[config.mk]
export PLATFORM = sky130hd
export DESIGN_NAME = mux2_4_arbiter
export DESIGN_NICKNAME = d
export VERILOG_FILES = /design/src/rtl/mux2_4_arbiter.sv
export SDC_FILE = /design/constraint.sdc
export NUM_CORES = 1
export LEC_CHECK = 0
export ABC_CLOCK_PERIOD_IN_PS = 3200
export BUFFER_PORTS_ARGS = -buffer_cell sky130_fd_sc_hd__clkbuf_2
export CAP_MARGIN = 20
export CORE_AREA = 8 8 49 55
export CTS_CLUSTER_SIZE = 20
export DETAILED_ROUTE_END_ITERATION = 8
export DIE_AREA = 0 0 57 63
export GPL_TIMING_DRIVEN = 0
export PLACE_DENSITY = 0.63
export SYNTH_ARGS = -nofsm -noshare
export SYNTH_HDL_FRONTEND = slang
export SYNTH_SLANG_ARGS = --single-unit
[constraint.sdc]
create_clock -name clk -period 3.2 [get_ports clk]
set_input_delay 0.32 -clock clk [delete_from_list [all_inputs] [get_ports clk]]
set_output_delay 0.32 -clock clk [all_outputs]
set_load 0.03 [all_outputs]
[src/rtl/mux2_4_arbiter.sv]
// Two-requester round-robin arbiter with bounded burst, owning the select of a 2:1 mux
// and registering its result. Optional owner lock: define MUX2_4_ARB_LOCK_EN.
module mux2_4_arbiter #(
    parameter int unsigned WIDTH = 4,
    parameter int unsigned BURST = 2
) (
    input  logic             clk,
    input  logic             rst_n,
    input  logic             req0,
    input  logic             req1,
    input  logic [WIDTH-1:0] in0,
    input  logic [WIDTH-1:0] in1,
`ifdef MUX2_4_ARB_LOCK_EN
    input  logic             lock,
`endif
    output logic             gnt0,
    output logic             gnt1,
    output logic             sel,
    output logic [WIDTH-1:0] res,
    output logic             res_valid
);

    localparam logic [3:0] BurstC = 4'(BURST);

    typedef enum logic [1:0] {StIdle, StOwn0, StOwn1} state_t;

    state_t           r_state;
    state_t           w_state_d;
    logic             r_last;
    logic [3:0]       r_cnt;
    logic [3:0]       w_cnt_d;
    logic             r_sel;
    logic [WIDTH-1:0] r_res;
    logic             r_res_valid;

    logic             w_lock;
    logic             w_sat;
    logic             w_xfer;
    logic             w_win1;
    logic [WIDTH-1:0] w_mux;

`ifdef MUX2_4_ARB_LOCK_EN
    assign w_lock = lock;
`else
    assign w_lock = 1'b0;
`endif

    assign w_sat = (r_cnt >= BurstC);

    // State register
    always_ff @(posedge clk or negedge rst_n) begin
        if (!rst_n) begin
            r_state <= StIdle;
        end else begin
            r_state <= w_state_d;
        end
    end

    // Next state
    always_comb begin
        w_state_d = StIdle;
        if (w_xfer) begin
            w_state_d = w_win1 ? StOwn1 : StOwn0;
        end
    end

    // Grant decision; gated by rst_n so nothing transfers while reset is held
    always_comb begin
        w_xfer = 1'b0;
        w_win1 = 1'b0;
        if (rst_n) begin
            if (req0 && req1) begin
                w_xfer = 1'b1;
                case (r_state)
                    StOwn0:  w_win1 = w_sat && !w_lock;
                    StOwn1:  w_win1 = !w_sat || w_lock;
                    default: w_win1 = !r_last;
                endcase
            end else if (req0 || req1) begin
                w_xfer = 1'b1;
                w_win1 = req1;
            end
        end
        gnt0 = w_xfer && !w_win1;
        gnt1 = w_xfer && w_win1;
    end

    assign w_mux = w_win1 ? in1 : in0;

    // Same owner as last transfer extends the burst; a new owner restarts at one
    always_comb begin
        w_cnt_d = 4'd0;
        if (w_xfer) begin
            if (r_state == w_state_d) begin
                w_cnt_d = w_sat ? BurstC : r_cnt + 4'd1;
            end else begin
                w_cnt_d = 4'd1;
            end
        end
    end

    always_ff @(posedge clk or negedge rst_n) begin
        if (!rst_n) begin
            r_last      <= 1'b1;
            r_cnt       <= 4'd0;
            r_sel       <= 1'b0;
            r_res       <= '0;
            r_res_valid <= 1'b0;
        end else begin
            r_cnt       <= w_cnt_d;
            r_res_valid <= w_xfer;
            if (w_xfer) begin
                r_last <= w_win1;
                r_sel  <= w_win1;
                r_res  <= w_mux;
            end
        end
    end

    assign sel       = r_sel;
    assign res       = r_res;
    assign res_valid = r_res_valid;

endmodule

==> metrics.cfg, run 1 <==
[detailed_routing]
drc=0
drtIter0Drc=10
final_antenna_net_count=0
wl_per_cell_um=14.4
via_per_inst=5.42
vias=585
first_pass_iters=4
wl_um=1550

[cells_and_area]
fillers=191
design_area_um2=856
area_growth_pct=22.1
multi_input_area_um2=350
antenna_cells=0
nets=106
final_layout_size_suffix_gt1_frac=0.382
seqCellArea_um2=327

[timing]
fin_crit_ns=2.66
fmax_mhz=375
finalCritPeriodShare=0.833
fin_setup_tns_ns=0
setup_viol=0
hold_viol_final=0
slew_viol_final=0
tightest_slew_ns=0.569
rsz0062_at_grt=no
fin_skew_ns=0.00226
slew_headroom=0.618
fin_ws_ns=0.536

[power]
pwr-share-clk=0.253
switching_share=0.341
p_seq_frac=0.473
comb_power_share=0.274
intPower_mw=0.269
p_sw_mw=0.139
p_per_area_nw_per_um2=477
ir_drop_mv=0.305
p_leak_nw=0.405
finalPower_mw=0.409

[setup_path]
path_class=flip-flop to output pin
cp.arrival_ns=2.34
critPathBufInv=1
startpoint_type=flip-flop
crit_path_top_delay_cell=or4_4
cp_data_required_time_ns=2.88
endpoint_kind=output pin
slowest_delay_ns=0.57
crit_fanout=6
critical_path.top_delay_family=simple AND/OR/NAND/NOR gates
path_cells=ha_1, or4_4, o211a_2, nor2_4, nor2_1, clkbuf_2
r2r_setup_slack_ns=1.15

[placed_design]
globalplace.congestion=0.773
placed_area_um2=820
dp_hpwl_um=1200
place_ws_ns=0.828
io_buffers=19

[flow_run]
drv_cap=0

[die]
fp-row-count=17
die_h_um=63
core-area_um2=1870
pin_count=20
start_util=0.374
fp.dieW_um=57
dieArea_um2=3590

[yosys]
syn_nets=81
synth_cell_types=27
synthCells=65
seq_area_frac_synth=0.466
postSynthAreaPerCell_um2=10.8
syn_area_um2=701
ys_warn_count=0
synth-seq-cells=13

[global_routing]
grt_pass1_wl_um=2610
overflow=0
grt_pass1_vias=588
antenna_found_initial=0
grt_max_degree=17
grt.total_usage=0.0889

[cts]
clockBufferDepth=2
cts_resized=0
cts_hold_buf=1
clk_pin_slew_worst_paths_ns=0.08
worstSkewPairLatency_ns=0.28
cts_root_buffer=clkbuf_4
cts_setup_buffers=0
htree_levels=1
cts_buffers=3
cts_tree=built
cts_sinks=13

[worst_hold_path]
hold_path_class=primary input to flip-flop

[run_status]
status=completed

synth_stat cells:
library cell,instances,share of area
o41ai_4,1,0.039
ha_1,4,0.071
nor2_1,6,0.032
or4_4,1,0.016
nand3_2,1,0.014
inv_1,4,0.021
a311oi_2,1,0.021
inv_2,1,0.0054
o21ai_1,5,0.036
o21ai_0,1,0.0071
nor4_1,1,0.0089
a21o_1,2,0.021
a31oi_1,4,0.036
nor2_4,1,0.016
nor2b_1,2,0.018
dfrtp_1,12,0.43
o211a_2,1,0.014
buf_2,1,0.0071
nand3_1,7,0.050
a21oi_1,2,0.014
conb_1,1,0.0054
o21ai_2,1,0.013
and3_1,1,0.0089
a221oi_2,1,0.021
nand2_1,1,0.0054
o211ai_4,1,0.030
dfstp_2,1,0.038
power by group through the flow:
stage	logic (mW)	clock network [mW]	registers, mW
final	0.112	0.103	0.193
after detailed placement	0.112	0	0.197
after global placement	0.111	0	0.196
after CTS	0.113	0.108	0.194
after floorplan	0.0577	0	0.216
after global routing	0.122	0.116	0.196
sequential cells by signal, indices dropped and copies added, names as in the netlist:
signal	count
r_cnt	4
res	4
r_state	2
r_last	1
res_valid	1
sel	1
routing by layer:
layer / up-vias / global-route usage / wire length, um
met4: 0 / 0.0441 / 10
li1: 286 / - / -
met1: 281 / 0.0890 / 595
met3: 2 / 0.0305 / 70
met2: 16 / 0.156 / 874
met5: - / 0 / 0
stage by stage:
| step | hold WS, ns | std cells | util |
|---|---|---|---|
| final | 0.284 | 108 | 0.457 |
| after global routing | 0.282 | 108 | 0.457 |
| after CTS | 0.276 | 108 | 0.457 |
| after detailed placement | 0.250 | 103 | 0.438 |
| after global placement | 0.245 | 103 | 0.438 |
| after floorplan | 0.0244 | 65 | - |
cell type report:
class	instances	share of cell area
multi-input cells	46	0.409
flip-flops and latches	13	0.382
inverters	5	0.0219
well taps	19	0.0278
clock buffers	4	0.0307
plain buffers	1	0.00585
repair buffers	20	0.123
placed cells by master, fill, tap and decap left out, types with 2 or more instances in the layout:
cell type | synthesis | routed
a21o_1 | 2 | 2
a21oi_1 | 2 | 2
a31oi_1 | 4 | 4
clkbuf_2 | 0 | 19
clkbuf_4 | 0 | 3
dfrtp_1 | 12 | 12
ha_1 | 4 | 4
inv_1 | 4 | 4
nand3_1 | 7 | 7
nor2_1 | 6 | 6
nor2b_1 | 2 | 2
o21ai_1 | 5 | 5
kinds of logic after synthesis:
logic type                 count (synthesis)  share of synthesized area
buffers and inverters                      6                     0.0339
adders and majority gates                  4                     0.0714
other                                      1                    0.00535
AOI/OAI and AO/OA                         20                      0.254
DFF                                       13                      0.466
and+or+nand+nor                           21                      0.170
worst min-delay path, delay by kind of cell:
kind / cells / cell delay [ns]
buf+inv: 1 / 0.08
compound gates: 1 / 0.08
simple gates: 1 / 0.05
final timing paths:
path | start | end | depth (start not counted)
max in group asynchronous | rst_n | r_last$_DFFE_PN1P_ | 2
setup / recovery | r_cnt[1]$_DFF_PN0_ | gnt0 | 6
hold / removal | in1[0] | res[0]$_DFFE_PN0P_ | 3
hold reg to reg | sel$_DFFE_PN0P_ | sel$_DFFE_PN0P_ | 1
min in group asynchronous | rst_n | r_cnt[3]$_DFF_PN0_ | 2
setup reg to reg | r_cnt[1]$_DFF_PN0_ | r_cnt[0]$_DFF_PN0_ | 5
Power figures use the tool's default switching activity.
==> inputs of run 2 (changes only) <==
- ABC_CLOCK_PERIOD_IN_PS: 3200 -> 2400
- PLACE_DENSITY: 0.63 -> 0.65
- clock period: 3.2 -> 2.4 ns (I/O delays scaled with it)
==> run 2 against run 1 <==
  * Worst hold slack worse by 0.082 ns
  * First-iteration DRC count up 40%
  * Combinational power up 55%
  * Die area unchanged
  * Clock power up 35%
  * Utilization up 4.7 points
  * Non-clock buffer count up 9
  * Cell area up 10%
  * Sequential power up 33%
  * Critical path type unchanged
==> metrics.cfg, run 2 (synthesis results as in run 1) <==
[power]
p_per_area_nw_per_um2=604  ; was 477 nW/um^2
ir_drop_mv=0.360  ; was 0.305 mV
p_sw_mw=0.192  ; was 0.139 mW
intPower_mw=0.377  ; was 0.269 mW
p_leak_nw=0.452  ; was 0.405 nW
pwr-share-clk=0.244  ; was 0.253
p_seq_frac=0.450  ; was 0.473
finalPower_mw=0.569  ; was 0.409 mW
comb_power_share=0.305  ; was 0.274
switching_share=0.337  ; was 0.341

[cells_and_area]
final_layout_size_suffix_gt1_frac=0.459  ; was 0.382
area_growth_pct=34.6  ; was 22.1%
mostFrequentLayoutCell=clkbuf_2  ; unchanged
antenna_cells=0  ; unchanged
mostFrequentLayoutCells=clkbuf_2, dfrtp_1, buf_4  ; was clkbuf_2, dfrtp_1, nand3_1
nets=115  ; was 106
finalCoreUtilization=0.504  ; was 0.457

[global_routing]
overflow=0  ; unchanged
grt_max_degree=17  ; unchanged
grt_pass1_wl_um=2820  ; was 2610 um
grt.total_usage=0.0962  ; was 0.0889
grt_pass1_vias=668  ; was 588
antenna_found_initial=0  ; unchanged

[worst_hold_path]
hold_path_class=primary input to flip-flop  ; unchanged

[die]
start_util=0.374  ; unchanged
fp-row-count=17  ; unchanged
core-area_um2=1870  ; unchanged
fp.dieW_um=57  ; unchanged
die_h_um=63  ; unchanged
pin_count=20  ; unchanged
dieArea_um2=3590  ; unchanged

[timing]
finalCritPeriodShare=0.974
fmax_mhz=428
hold_viol_final=0  ; unchanged
fin_ws_ns=0.0621  ; was 0.536 ns
slew_viol_final=0  ; unchanged
fin_skew_ns=0.00614  ; was 0.00226 ns
tightest_slew_ns=0.623  ; was 0.569 ns
setup_viol=0  ; unchanged
fin_setup_tns_ns=0  ; unchanged
slew_headroom=0.581  ; was 0.618
fin_hold_ws_ns=0.202  ; was 0.284 ns
fin_crit_ns=2.34

[cts]
worstSkewPairLatency_ns=0.28  ; about the same
cts_tree=built  ; unchanged
cts_sinks=13  ; unchanged
clockBufferDepth=2  ; unchanged
cts_buffers=3  ; unchanged
cts_root_buffer=clkbuf_4  ; unchanged
clk_pin_slew_worst_paths_ns=0.08  ; about the same
htree_levels=1  ; unchanged

[setup_path]
path_cells=inv_1, ha_2, or4_4, o211a_4, nor2_4, nor2_1, clkbuf_8  ; was ha_1, or4_4, o211a_2, nor2_4, nor2_1, clkbuf_2
cp.arrival_ns=2.10  ; was 2.34 ns
crit_fanout=4  ; was 6
startpoint_type=flip-flop  ; unchanged
slowest_delay_ns=0.52  ; was 0.57 ns
path_class=flip-flop to output pin  ; unchanged
endpoint_kind=output pin  ; unchanged
cp_data_required_time_ns=2.16  ; was 2.88 ns
crit_path_top_delay_cell=or4_4  ; unchanged

[detailed_routing]
drc=0  ; unchanged
route.met3.wl_um=65  ; was 70 um
wl_per_cell_um=13.7  ; was 14.4 um
drtIter0Drc=14  ; was 10
first_pass_iters=4  ; unchanged
met1_length_um=649  ; was 595 um
top_layer=met4  ; unchanged
wl_um=1600  ; was 1550 um
met2WireLength_um=857  ; was 874 um
vias=605  ; was 585
final_antenna_net_count=0  ; unchanged
via_per_inst=5.17  ; was 5.42

[placed_design]
globalplace.congestion=0.793  ; was 0.773
io_buffers=19  ; unchanged
place_ws_ns=0.111  ; was 0.828 ns
dp_hpwl_um=1190  ; was 1200 um

[flow_run]
drv_cap=0  ; unchanged

[run_status]
status=completed  ; unchanged

[run 2: cell count changes in the layout (fill, tap and decap cells not counted), sizes merged]
cell,previous run,this run
buf,1,10
[run 2: what timing repair did]
item / 4_1_cts / 5_1_grt
setup buffers: 5 / 4
pin swaps: 3 / 2
setup endpoints to repair: 2 / 2
hold buffers: 1 / 0
hold endpoints to repair: 12 / 0
resized for setup: 5 / 0
[run 2: path summary, 6_finish.rpt]
kind,startpoint,endpoint,cells past startpoint,slack [ns]
min in group asynchronous,rst_n,sel$_DFFE_PN0P_,2,0.39
worst min register to register,sel$_DFFE_PN0P_,sel$_DFFE_PN0P_,1,0.49
worst min-delay path,in1[1],res[1]$_DFFE_PN0P_,3,0.20
max in group asynchronous,rst_n,r_last$_DFFE_PN1P_,2,1.70
worst max register to register,r_cnt[0]$_DFF_PN0_,r_cnt[1]$_DFF_PN0_,7,0.39
worst max-delay path,r_cnt[0]$_DFF_PN0_,gnt0,7,0.06
[run 2: power by group through the flow]
stage | clock [mW] | sequential (mW) | combinational (mW)
after floorplan | 0 | 0.288 | 0.0769
after CTS | 0.144 | 0.257 | 0.167
after global routing | 0.147 | 0.260 | 0.191
final | 0.139 | 0.256 | 0.174
after global placement | 0 | 0.261 | 0.148
after detailed placement | 0 | 0.263 | 0.149
[run 2: critical path, delay by kind of cell (launching register included)]
kind,cells,cell delay (ns)
AND/OR/NAND/NOR,3,0.71
flip-flops,1,0.35
AO/OA/AOI/OAI,1,0.28
buffers and inverters,2,0.26
adder cells (fa/ha/maj),1,0.21
[run 2: through the flow]
| step | std cells | area [um^2] |
|---|---|---|
| floorplan | 65 | 701 |
| CTS | 113 | 913 |
| global placement | 103 | 820 |
| finish | 117 | 943 |
| global route | 117 | 943 |
| detailed placement | 103 | 820 |
[run 2: per-layer routing]
layer	GRT usage	vias to the layer above
met5	0	-
met4	0.0618	0
met3	0.0224	4
met2	0.159	17
met1	0.106	281
li1	-	303
[run 2: cell type report]
class                   instances  area, um^2
well taps                      19        23.8
flip-flops and latches         13         328
clock buffers                   4        26.3
multi-input cells              46         360
plain buffers                   1        5.00
repair buffers                 29         181
fillers                       175         928
inverters                       5        18.8
